### config.mk
export PLATFORM = sky130hd
export DESIGN_NAME = gray_to_rgb_ser
export DESIGN_NICKNAME = d
export VERILOG_FILES = /design/src/rtl/gray_to_rgb_ser.sv
export SDC_FILE = /design/constraint.sdc
export NUM_CORES = 1
export LEC_CHECK = 0
export CORE_UTILIZATION = 41
export DETAILED_ROUTE_END_ITERATION = 10
export GPL_ROUTABILITY_DRIVEN = 0
export PLACE_DENSITY = 0.71
export SLEW_MARGIN = 20
export SYNTH_ARGS = -nofsm -noshare
export SYNTH_HDL_FRONTEND = slang
export SYNTH_SLANG_ARGS = --single-unit
### constraint.sdc
create_clock -name clk -period 1.84 [get_ports clk]
set_input_delay 0.368 -clock clk [delete_from_list [all_inputs] [get_ports clk]]
set_output_delay 0.368 -clock clk [all_outputs]
set_load 0.01 [all_outputs]
### src/rtl/gray_to_rgb_ser.sv
// gray_to_rgb_ser: one-pixel holding register that serializes a grey value into RGB565/666/888 bytes.
// Defining PXL_SER_CNT_EN adds the cnt_clr_i / pxl_cnt_o pixel counter.
module gray_to_rgb_ser #(
  parameter int unsigned GRAY_PXL_W  = 8,
  parameter int unsigned RGB_SPLIT_W = 8,
  parameter int unsigned PXL_CNT_W   = 16
) (
  input  logic                   clk,
  input  logic                   rst_n,
  input  logic [GRAY_PXL_W-1:0]  gray_pxl_dat_i,
  input  logic                   gray_pxl_vld_i,
  output logic                   gray_pxl_rdy_o,
  input  logic [1:0]             fmt_i,
`ifdef PXL_SER_CNT_EN
  input  logic                   cnt_clr_i,
  output logic [PXL_CNT_W-1:0]   pxl_cnt_o,
`endif
  output logic [RGB_SPLIT_W-1:0] rgb_pxl_dat_o,
  output logic                   rgb_pxl_vld_o,
  input  logic                   rgb_pxl_rdy_i,
  output logic                   rgb_pxl_last_o
);

  typedef enum logic [1:0] {
    FMT_RGB565 = 2'd0,
    FMT_RGB666 = 2'd1,
    FMT_RGB888 = 2'd2,
    FMT_RSVD   = 2'd3
  } fmt_e;

  if (GRAY_PXL_W < 8 || GRAY_PXL_W > 16 || RGB_SPLIT_W != 8 || PXL_CNT_W < 1) begin : g_param_chk
    $error("gray_to_rgb_ser: illegal parameter value");
  end

  logic                  full_q, full_d;
  logic [1:0]            idx_q, idx_d;
  logic [GRAY_PXL_W-1:0] gray_q, gray_d;
  fmt_e                  fmt_q, fmt_d;

  logic       in_hs, out_hs, last_hs;
  logic [1:0] last_idx;
  logic [4:0] r5;
  logic [5:0] c6;
  logic [7:0] c8;
  logic [15:0] w565;
  logic [7:0] byte_sel;

  // Channels are MSB truncations of the latched grey value.
  assign c8   = gray_q[GRAY_PXL_W-1 -: 8];
  assign c6   = gray_q[GRAY_PXL_W-1 -: 6];
  assign r5   = gray_q[GRAY_PXL_W-1 -: 5];
  assign w565 = {r5, c6, r5};

  always_comb begin
    last_idx = 2'd1;
    case (fmt_q)
      FMT_RGB666, FMT_RGB888: last_idx = 2'd2;
      default:                last_idx = 2'd1;
    endcase
  end

  always_comb begin
    byte_sel = '0;
    case (fmt_q)
      FMT_RGB666: byte_sel = {c6, 2'b00};
      FMT_RGB888: byte_sel = c8;
      default:    byte_sel = (idx_q == 2'd0) ? w565[15:8] : w565[7:0];
    endcase
  end

  assign rgb_pxl_vld_o  = full_q;
  assign rgb_pxl_dat_o  = full_q ? byte_sel : '0;
  assign rgb_pxl_last_o = full_q & (idx_q == last_idx);
  assign gray_pxl_rdy_o = ~full_q | (rgb_pxl_rdy_i & rgb_pxl_last_o);

  assign in_hs   = gray_pxl_vld_i & gray_pxl_rdy_o;
  assign out_hs  = rgb_pxl_vld_o & rgb_pxl_rdy_i;
  assign last_hs = out_hs & rgb_pxl_last_o;

  // A capture coinciding with the last-byte handshake reloads instead of emptying.
  always_comb begin
    full_d = full_q;
    idx_d  = idx_q;
    gray_d = gray_q;
    fmt_d  = fmt_q;
    if (in_hs) begin
      full_d = 1'b1;
      idx_d  = '0;
      gray_d = gray_pxl_dat_i;
      fmt_d  = fmt_e'(fmt_i);
    end else if (last_hs) begin
      full_d = 1'b0;
      idx_d  = '0;
    end else if (out_hs) begin
      idx_d  = idx_q + 2'd1;
    end
  end

  always_ff @(posedge clk or negedge rst_n) begin
    if (!rst_n) begin
      full_q <= 1'b0;
      idx_q  <= '0;
      gray_q <= '0;
      fmt_q  <= FMT_RGB565;
    end else begin
      full_q <= full_d;
      idx_q  <= idx_d;
      gray_q <= gray_d;
      fmt_q  <= fmt_d;
    end
  end

`ifdef PXL_SER_CNT_EN
  logic [PXL_CNT_W-1:0] cnt_q, cnt_d;

  always_comb begin
    cnt_d = cnt_q;
    if (cnt_clr_i) begin
      cnt_d = '0;
    end else if (last_hs) begin
      cnt_d = cnt_q + PXL_CNT_W'(1);
    end
  end

  always_ff @(posedge clk or negedge rst_n) begin
    if (!rst_n) begin
      cnt_q <= '0;
    end else begin
      cnt_q <= cnt_d;
    end
  end

  assign pxl_cnt_o = cnt_q;
`endif

  a_hold_stable: assert property (@(posedge clk) disable iff (!rst_n)
    (rgb_pxl_vld_o && !rgb_pxl_rdy_i) |=>
      (rgb_pxl_vld_o && $stable(rgb_pxl_dat_o) && $stable(rgb_pxl_last_o)));

  a_idx_range: assert property (@(posedge clk) disable iff (!rst_n)
    full_q |-> (idx_q <= last_idx));

endmodule

==> results.sh <==
export IMPL_dp_hpwl_um=1430
export IMPL_cts_clk_slew_worst_paths_ps=80
export IMPL_cts_made_buffers=3
export IMPL_failed_checks="negative setup slack"
export IMPL_worstHoldPathType="primary input to asynchronous set/reset pin"
export IMPL_fin_crit_sh_pct=111
export IMPL_first_iter_violations=16
export IMPL_dr_pass1_iters=4
export IMPL_dp_cells=138
export IMPL_via_per_inst=5.41
export IMPL_synthTopCellsByArea="dfrtp_1 39%, mux2_2 21%, a22oi_1 5.3%"
export IMPL_leakage_nw=0.677
export IMPL_synth_cells=75
export IMPL_hold_viol=0
export IMPL_n_fill_cell=126
export IMPL_syn_avg_cell_area_sq_um=11.2
export IMPL_synth_warnings=0
export IMPL_syn_cell_area_sq_um=842
export IMPL_rsz0062_at_grt="true"
export IMPL_post_place_ws_ps=-295
export IMPL_drt_total_wl_um=2530
export IMPL_rows=16
export IMPL_grt_pass1_wl_um=3500
export IMPL_worstPathArrival_ps=1670
export IMPL_grt_use_total_pct=22.7
export IMPL_slew_headroom_pct=60.1
export IMPL_htreeDepth=1
export IMPL_skew_ps=0.833
export IMPL_place_port_buffers=24
export IMPL_setup_violations=20
export IMPL_fin_cells=147
export IMPL_wl_per_cell_um=17.2
export IMPL_drc_errors=0
export IMPL_synth_edf_count=0
export IMPL_hold_buffers=0
export IMPL_syn_nets=92
export IMPL_antenna_left=0
export IMPL_dieArea_sq_mm=0.00224
export IMPL_ys_ff_latch=13
export IMPL_synth_top_area_share_pct=38.6
export IMPL_synth_ff_type="dfrtp_1"
export IMPL_yosysTopAreaCell="dfrtp_1"
export IMPL_vdd_drop_max_v=0.00141
export IMPL_yosysMostFrequentCell="mux2_2"
export IMPL_max_slew_worst_pin_slew_ps=597
export IMPL_period_needed_ps=2040
export IMPL_cts_root_buf="clkbuf_4"
export IMPL_cts_path_max_buffers=2
export IMPL_cp_max_fo=7
export IMPL_ys_seq_area_share_pct=38.6
export IMPL_drv_cap=0
export IMPL_grt_max_degree=14
export IMPL_p_per_area_mw_per_mm2=2410
export IMPL_clk_latency_ps=270
export IMPL_cts_tree="done"
export IMPL_coreArea_sq_mm=0.00194
export IMPL_synth_distinct_cells=22
export IMPL_synth_commonest_cells="16 x mux2_2, 13 x dfrtp_1, 6 x a22oi_1, 6 x inv_1, 6 x nor2_1"
export IMPL_pin_count=25
export IMPL_syn_to_final_growth_pct=73.3
export IMPL_cts_sinks=13
export IMPL_endpoint_kind="output pin"
export IMPL_antenna_found_initial=0
export IMPL_fmax_mhz=490
export IMPL_drive_above_1_share_pct=58.3
export IMPL_stdcell_area_sq_mm=0.00146
export IMPL_initial_core_util_pct=43.4
export IMPL_overflow=0
export IMPL_drv_slew=0
export IMPL_grt_pass1_vias=725
export IMPL_required_ps=1470
export IMPL_path_class="register to output pin"
export IMPL_critPathLaunchType="register"
export IMPL_die_h_um=47.3
export IMPL_vias=795
export IMPL_die_x_um=47.3
export IMPL_status="finished with violations"
export IMPL_setup_ws_ps=-200
export IMPL_ys_async_sr_fraction_pct=100
export IMPL_placed_cell_area_sq_mm=0.00123
export IMPL_nNetsFinal=138
export IMPL_num_antenna_cells=0
[metrics by stage]
stage	TNS, ps	total power [W]	hold WS, ps	utilization [%]
final	-2360	0.00352	467	75.1
after global routing	-3740	0.00374	507	75.1
after CTS	-1950	0.00307	492	70.8
after detailed placement	-4870	0.00255	514	63.1
after global placement	-4360	0.00250	500	63.1
after floorplan	0	0.00163	72.4	-
[flip-flops by register name, summed over array words and instances (netlist names)]
register,count
rgb_pxl_vld_o,1
c8,8
fmt_q,2
idx_q,2
[placed cells by master (no fill, tap or decap), types with 3 or more instances in the layout]
cell	instances
mux2_4	16
buf_4	11
inv_2	4
nor2_1	6
dfrtp_1	13
clkbuf_4	3
buf_2	8
ha_4	3
nand3_1	3
buf_6	7
clkdlybuf4s50_1	14
a22oi_2	6
[kinds of logic after synthesis]
group	share of synthesized area (%)
AOI/OAI and AO/OA	14.6
adders and majority gates	4.46
DFF	38.6
muxes	23.8
buffers and inverters	3.57
and+or+nand+nor	15.0
[per-layer routing]
layer	track usage (%)	vias up	share of wire [%]
li1	-	364	-
met1	29.9	405	45
met2	37.3	22	51
met3	2.69	4	3.3
met4	9.71	0	1.5
met5	0	-	0
[worst paths after layout]
check,slack [ps],endpoint,from,cells past startpoint
max,-200,rgb_pxl_dat_o[4],idx_q[1],6
min,470,c8[3],rst_n,1
max reg2reg,-110,c8[3],fmt_q[1],7
min reg2reg,530,c8[0],c8[0],1
max in group asynchronous,990,c8[5],rst_n,1
min in group clk,530,c8[0],c8[0],1
[repair_timing]
action	CTS	global route
buffers inserted	2	3
cloned	0	1
resized for setup	79	11
endpoints found under the setup margin	20	20
pin swaps	11	16
[final cells by class]
type                    instances  area (sq um)  share of cell area (%)
multi-input cells              54           644                    44.2
repair buffers                 43           407                    27.9
flip-flops and latches         13           325                    22.3
well taps                      27          33.8                    2.32
clock buffers                   4          26.3                    1.80
inverters                       6          22.5                    1.54
[power breakdown]
group | switching [W] | internal, W
registers | 0.000162 | 0.000430
logic | 0.00114 | 0.00161
clock network | 0.0000937 | 0.0000839
total | 0.00140 | 0.00212
[worst max-delay path, cell delays in order, from the launching register on]
cell,delay (ps)
dfrtp_1,400
inv_2,80
ha_4,210
mux2_4,330
a22oi_2,160
nor2_1,70
buf_2,150
Power figures use the tool's default switching activity.
